--- config.mk ---
export PLATFORM = sky130hd
export DESIGN_NAME = dac_bus_scheduler
export DESIGN_NICKNAME = d
export VERILOG_FILES = /design/src/rtl/dac_bus_scheduler_pkg.sv /design/src/rtl/dac_bus_scheduler_rr_arbiter.sv /design/src/rtl/dac_bus_scheduler.sv
export SDC_FILE = /design/constraint.sdc
export NUM_CORES = 1
export LEC_CHECK = 0
export ABC_AREA = 1
export BUFFER_PORTS_ARGS = -buffer_cell sky130_fd_sc_hd__buf_2
export CAP_MARGIN = 15
export CORE_ASPECT_RATIO = 0.8
export CORE_MARGIN = 2
export CORE_UTILIZATION = 55
export DETAILED_ROUTE_END_ITERATION = 7
export GPL_TIMING_DRIVEN = 0
export MAX_ROUTING_LAYER = met4
export PLACE_DENSITY = 0.82
export SLEW_MARGIN = 30
export SYNTH_ARGS = -nofsm -noshare
export SYNTH_HDL_FRONTEND = slang
export SYNTH_SLANG_ARGS = --single-unit
--- constraint.sdc ---
create_clock -name s_axis_aclk -period 5.6 [get_ports s_axis_aclk]
set_clock_uncertainty 0.1 [all_clocks]
set_input_delay 1.12 -clock s_axis_aclk [delete_from_list [all_inputs] [get_ports s_axis_aclk]]
set_output_delay 1.12 -clock s_axis_aclk [all_outputs]
set_load 0.02 [all_outputs]
--- src/rtl/dac_bus_scheduler_pkg.sv ---
// Shared types and helpers for the DAC bus scheduler: FSM state encoding and
// an index-width helper that never returns zero.
package dac_sched_pkg;

    typedef enum logic [1:0] {
        IDLE  = 2'd0,
        SHIFT = 2'd1,
        CLOSE = 2'd2
    } sched_state_t;

    function automatic int clog2_min1(input int n);
        int r;
        r = 1;
        for (int i = 1; i < 31; i++) begin
            if ((1 << i) < n) r = i + 1;
        end
        return r;
    endfunction

endpackage

--- src/rtl/dac_bus_scheduler_rr_arbiter.sv ---
// Combinational round-robin search: starts one past the last winner and
// returns the first requester with data; the pointer register lives in the parent.
module rr_arbiter
    import dac_sched_pkg::*;
#(
    parameter int NCH = 2,
    localparam int IW = clog2_min1(NCH)
) (
    input  logic [NCH-1:0] req,
    input  logic [IW-1:0]  ptr,
    input  logic           fire,
    output logic [NCH-1:0] gnt,
    output logic [IW-1:0]  idx,
    output logic           any
);

    logic [IW-1:0] cand;

    always_comb begin
        idx  = '0;
        any  = 1'b0;
        cand = '0;
        for (int k = 1; k <= NCH; k++) begin
            cand = IW'((int'(ptr) + k) % NCH);
            if (!any && req[cand]) begin
                any = 1'b1;
                idx = cand;
            end
        end
        gnt = (fire && any) ? (NCH'(1) << idx) : '0;
    end

endmodule

--- src/rtl/dac_bus_scheduler.sv ---
// Time-slotted scheduler sharing one serial DAC bus (sclk/sdi) among NCH
// AXI-stream sample sources, each driving its own chip select.
module dac_bus_scheduler
    import dac_sched_pkg::*;
#(
    parameter int DW   = 16,
    parameter int NCH  = 2,
    parameter int SLOT = 48,
    localparam int GW  = clog2_min1(NCH)
) (
    input  logic              s_axis_aclk,
    input  logic              s_axis_aresetn,
    input  logic              en,
    input  logic [NCH-1:0]    s_axis_tvalid,
    output logic [NCH-1:0]    s_axis_tready,
    input  logic [NCH*DW-1:0] s_axis_tdata,
    output logic              sclk,
    output logic              sdi,
    output logic [NCH-1:0]    cs_n,
    output logic [GW-1:0]     grant,
    output logic              slot_idle,
    output logic              frame_done
);

    localparam int CW = $clog2(SLOT);
    localparam int PW = $clog2(2 * DW);

    if (SLOT < 2 * DW + 3) begin : g_slot_chk
        $error("SLOT must cover a full frame plus close: SLOT >= 2*DW+3");
    end
    if (NCH < 2 || NCH > 8) begin : g_nch_chk
        $error("NCH must be in 2..8");
    end

    sched_state_t  state;
    logic [CW-1:0] cnt;
    logic [PW-1:0] ph;
    logic [GW-1:0] ptr;
    logic [DW-1:0] shreg;
    logic [GW-1:0] idx;
    logic          any;
    logic          tick;
    logic [DW-1:0] word;

    // Gated by reset so nothing handshakes while the block is held in reset.
    assign tick      = s_axis_aresetn && en && (cnt == '0) && (state == IDLE);
    assign slot_idle = tick && !any;
    assign word      = s_axis_tdata[idx*DW +: DW];

    rr_arbiter #(.NCH(NCH)) u_arb (
        .req  (s_axis_tvalid),
        .ptr  (ptr),
        .fire (tick),
        .gnt  (s_axis_tready),
        .idx  (idx),
        .any  (any)
    );

    always_ff @(posedge s_axis_aclk) begin
        if (!s_axis_aresetn) begin
            state      <= IDLE;
            cnt        <= '0;
            ph         <= '0;
            ptr        <= GW'(NCH - 1);
            grant      <= '0;
            sclk       <= 1'b0;
            sdi        <= 1'b0;
            cs_n       <= '1;
            frame_done <= 1'b0;
        end else if (en) begin
            cnt        <= (cnt == CW'(SLOT - 1)) ? '0 : cnt + CW'(1);
            frame_done <= 1'b0;
            case (state)
                IDLE: begin
                    if (tick && any) begin
                        shreg <= word;
                        ptr   <= idx;
                        grant <= idx;
                        cs_n  <= ~(NCH'(1) << idx);
                        sdi   <= word[DW-1];
                        sclk  <= 1'b0;
                        ph    <= '0;
                        state <= SHIFT;
                    end
                end
                // Even phase = sclk low (data set up), odd phase = sclk high.
                SHIFT: begin
                    ph <= ph + PW'(1);
                    if (!ph[0]) begin
                        sclk <= 1'b1;
                    end else if (ph == PW'(2 * DW - 1)) begin
                        sclk  <= 1'b0;
                        state <= CLOSE;
                    end else begin
                        sclk  <= 1'b0;
                        sdi   <= shreg[DW-2];
                        shreg <= shreg << 1;
                    end
                end
                CLOSE: begin
                    cs_n       <= '1;
                    frame_done <= 1'b1;
                    ph         <= '0;
                    state      <= IDLE;
                end
                default: state <= IDLE;
            endcase
        end
    end

endmodule

Word level (Yosys, flattened, before mapping)

Cells that the tools add are included.

Bits in registers: 35
Bits of input ports: 37
Output and inout port bits: 9
Logic and storage cells: 77

Add/subtract/negate cells: 4
Magnitude comparators: 2
Eq/ne operators: 8
Shift-type cells: 2
Multiplexer cells: 30
Bitwise gates (word level): 1
Reductions and logical operators: 20

Operator list:

| cell                | number |
|---|---|
| $mux 15             | 3 |
| $shiftx 32x6->16    | 1 |
| $pmux 15 s2         | 1 |
| $pmux 5 s3          | 1 |
| $mux 1              | 14 |
| $reduce_and 3->1    | 4 |
| $mux 2              | 5 |
| $pmux 2 s2          | 2 |
| $add 6x1->6 const B | 1 |
| $eq 6x6->1 const B  | 1 |
| $logic_and 1x1->1   | 6 |
| $logic_not 6->1     | 1 |
| $mux 6              | 1 |
| $ne 2x2->1 const B  | 3 |
| $reduce_and 6->1    | 1 |
| $add 5x1->5 const B | 1 |
| $eq 5x5->1 const B  | 1 |
| $mux 5              | 1 |
| $reduce_and 5->1    | 1 |
| $lt 1x2->1 const B  | 2 |
| $pmux 1 s2          | 2 |
| $reduce_and 4->1    | 1 |
| $reduce_bool 2->1   | 2 |
| $reduce_bool 3->1   | 1 |
| other kinds (8)     | 10 |

Depth between registers and ports, before layout

Word-level depth: 11
Depth in mapped cells: 11
Mapped depth without buffers: 11

Cells and area by module

Synthesis repeated with hierarchy kept, for this count alone.

Cell total of the unflattened synthesis: 230
Area, all modules: 1791.7 sq um

By module, submodules not included:

| module            | times used | cells each | area an instance (sq um) | seq. area each (sq um) |
|---|---|---|---|---|
| dac_bus_scheduler | 1          | 222        | 1752.9                   | 850.8 |
| rr_arbiter        | 1          | 8          | 38.8                     | 0.0 |

Worst setup path before layout

No wires, ideal clock.

Path type: input -> output
From: input s_axis_tvalid[0]
To: output s_axis_tready[1]
Arrival: 1.837 ns
Required time: 4.380 ns
Slack: 2.543 ns
Stages: 4
Path buffers: 1
Cell sequence: nand2_1 nand2_2 clkbuf_1 nor2_1

Longest elaborated chain between the ends: 8
Elaborated cells between the ends (all ways): 13
Classes of those cells: shift: 1; mux: 9; reduce/logical: 3

RTL lines:

| element                                          | line                               | RTL |
|---|---|---|
| start: declaration                               | dac_bus_scheduler.sv:14            | `input logic [NCH-1:0] s_axis_tvalid,` |
| $mux 1 (not written as such) (2 in series)       | dac_bus_scheduler_rr_arbiter.sv:25 | `if (!any && req[cand]) begin` |
| $mux 1                                           | dac_bus_scheduler_rr_arbiter.sv:25 |  |
| $logic_not 1->1                                  | dac_bus_scheduler_rr_arbiter.sv:25 |  |
| $logic_and 1x1->1                                | dac_bus_scheduler_rr_arbiter.sv:25 |  |
| $mux 1                                           | dac_bus_scheduler_rr_arbiter.sv:25 |  |
| $shl 1x1->2 or $logic_and 1x1->1 (tied branches) | dac_bus_scheduler_rr_arbiter.sv:30 | `gnt = (fire && any) ? (NCH'(1) << idx) : '0;` |
| $mux 2 (*)                                       | dac_bus_scheduler_rr_arbiter.sv:30 |  |
| end: declaration                                 | dac_bus_scheduler.sv:15            | `output logic [NCH-1:0] s_axis_tready,` |

Mark *: on every way between the ends. The rest lies on a longest branch, timed or not. The select of a mux whose other input is x is not followed.

Worst setup path in the final report

Ends and elaborated chain as after synthesis.

==> flow_summary.json <==
{
  "fillers": 272,
  "yosysSeqAreaShare_pct": 47.1,
  "portBuffers": 45,
  "initial_utilization_pct": 58.1,
  "fmax_mhz": 299,
  "cts_resized": 0,
  "clk_latency_ps": 280,
  "io_pins": 46,
  "leakagePower_uw": 0.000931,
  "synth_fp_nets": 270,
  "cp_num_buf_inv": 3,
  "wl_per_cell_um": 13.0,
  "ctsHoldBuffers": 0,
  "synth_seq_cells": 35,
  "antenna_cells": 0,
  "hpwl_mm": 3.05,
  "endpoint_kind": "output port",
  "hold_class": "flip-flop to flip-flop",
  "maxCapViolCount": 0,
  "synth_warnings": 0,
  "cp_top_family": "buffers and inverters",
  "worst-setup-path-type": "input port to output port",
  "grt_max_degree": 16,
  "via_per_inst": 5.27,
  "startpoint": "s_axis_tvalid[0]",
  "floorplan.die_area_sq_um": 3760,
  "dpl_cell_area_sq_um": 2080,
  "r2r-start": "ph[0]",
  "drv_slew": 0,
  "crit_chain": "buf_2, nand2_1, nand2_2, clkbuf_1, nor2_1, buf_2",
  "drive_above_1_share_pct": 27.0,
  "syn_inst": 229,
  "finalSetupViolCount": 0,
  "grt-ovfl-total": 0,
  "finalSetupTns_ps": 0,
  "final_nets": 322,
  "clkSlewWorstSetupHoldPaths_ps": 70,
  "r2r_cells": 9,
  "crit_cells": 6,
  "die_w_um": 68.1,
  "start_kind": "input port",
  "htree_levels": 2,
  "clockBufferDepth": 2,
  "pre_cts_ws_ps": 2280,
  "relSlewSlack_pct": 48.8,
  "grt_pass1_wl_mm": 7.07,
  "routed-via-count": 1698,
  "crit_end": "s_axis_tready[1]",
  "syn_to_final_growth_pct": 19.8,
  "path_common_cell": "buf_2",
  "drc": 0,
  "grt_usage_pct": 25.7,
  "max_slew.worst_pin.slew_ps": 767,
  "stdcell_area_sq_um": 2160,
  "grt_pass1_vias": 1591,
  "period_needed_ps": 3340,
  "timing.hold.ws_ps": 362,
  "critical-path-slowest-cell": "clkbuf_1",
  "powerDensity_nw_per_um2": 261,
  "cp_max_fo": 10,
  "syn-cell-area_sq_um": 1810,
  "wl_mm": 4.18,
  "drt_iter0_markers": 179,
  "cts_setup_buffers": 0,
  "cts.sinks": 35,
  "antenna_found_initial": 0,
  "finalHoldViolCount": 0,
  "crit_arrival_ps": 2120,
  "syn_area_per_cell_sq_um": 7.88,
  "fp.dieH_um": 55.2,
  "r2r-end": "shreg[0]",
  "peakVddDrop_mv": 0.170,
  "root_buffer": "clkbuf_8",
  "fin_ws_ps": 2260,
  "fin_crit_sh_pct": 59.7,
  "slowest_delay_ps": 390,
  "cts_buffers": 5,
  "grt_setup_unrepaired": "no",
  "final_antenna_net_count": 0,
  "ys_types": 27,
  "cts_tree": "done",
  "gp_congestion": 0.842,
  "critPathRequiredTime_ps": 4380,
  "core-area_sq_um": 3110,
  "rrSetupSlack_ps": 3270,
  "dr.pass1.iters": 4,
  "row_count": 18,
  "status": "completed"
}
-- cells in the mapped netlist --
library cell  number  area, sq um
nand2_1           60          225
nor2_1            31          116
dfxtp_1           20          400
a21oi_1           17         85.1
a31oi_1           15         93.8
edfxtp_1          15          450
inv_1             11         41.3
nand3_1            9         45.0
o21ai_1            6         30.0
buf_2              5         25.0
inv_2              5         18.8
nor3_1             5         25.0
ha_1               4         50.1
nand3_2            4         40.0
nand4_1            4         25.0
nor2_4             4         45.0
nand2_2            3         18.8
nor2_2             2         12.5
and3_1             1         6.26
buf_6              1         11.3
clkbuf_1           1         3.75
clkinv_1           1         3.75
nor3b_1            1         7.51
o21a_1             1         7.51
o21ai_0            1         5.00
or2_1              1         6.26
or2_2              1         6.26
-- cells in the final DEF, fill, tap and decap left out, drive strengths merged --
master,Yosys,layout
nor3b,1,1
edfxtp,15,15
dfxtp,20,20
and3,1,1
a31oi,15,15
o21a,1,1
buf,6,51
nand3,13,13
nor2,37,37
nor3,5,5
nand2,63,63
ha,4,4
o21ai,7,7
clkbuf,1,7
or2,2,2
inv,16,16
nand4,4,4
a21oi,17,17
clkinv,1,3
-- through the flow --
step,instances,power [uW],util (%)
2_1_floorplan,229,362,-
3_3_place_gp,314,393,66.9
3_5_place_dp,314,396,67.0
4_1_cts,322,564,69.6
5_1_grt,322,592,69.6
6_report,322,565,69.6
-- worst register-to-register path: stages (launching register included) --
cell and delay (ps):
dfxtp_1 370, ha_1 240, nand2_1 90, nor2_1 50, ha_1 170, clkinv_1 60, a21oi_1 60, nor2_1 120
nand3_2 110, nor2_2 600
-- power by group --
part | switching [uW] | internal, uW
Sequential | 7.84 | 281
Clock | 88.8 | 84.8
Combinational | 64.2 | 38.1
Total | 161 | 404
-- worst min-delay path by stage --
stage | start | end | slack, ps | cells past startpoint
floorplan | ptr | ptr | 330 | 2
global placement | sclk | sclk | 350 | 2
detailed placement | sclk | sclk | 350 | 2
CTS | sclk | sclk | 360 | 2
global route | sclk | sclk | 390 | 2
finish | sclk | sclk | 360 | 2
-- area by class of cell --
cell class / count / area (sq um) / area share (%)
sequential: 35 / 851 / 39.3
buffer: 7 / 40.0 / 1.85
inverter: 17 / 63.8 / 2.95
timing repair buffer: 45 / 225 / 10.4
clock buffer: 6 / 72.6 / 3.35
clock inverter: 2 / 7.51 / 0.347
tap: 40 / 50.0 / 2.31
multi-input combinational: 170 / 853 / 39.4
-- kinds of logic after synthesis --
| group | after synthesis | share of synthesized area [%] |
|---|---|---|
| compound gates | 40 | 12.3 |
| simple gates | 126 | 32.1 |
| fa+ha+maj | 4 | 2.77 |
| buf+inv | 24 | 5.75 |
| flops | 35 | 47.1 |
-- state kept, by name, summed over array words and instances (netlist names), 2 cells and up --
name,count
cnt,6
cs_n,2
ph,5
shreg,15
state,2
-- per-layer routing --
metal,vias to the layer above,GRT usage [%],share of wire [%]
met1,762,35.8,47
li1,877,-,-
met2,53,37.9,46
met4,0,6.00,1.1
met3,6,6.11,5.6
met5,-,-,0
Note: power is estimated with default switching activity, not from simulation.
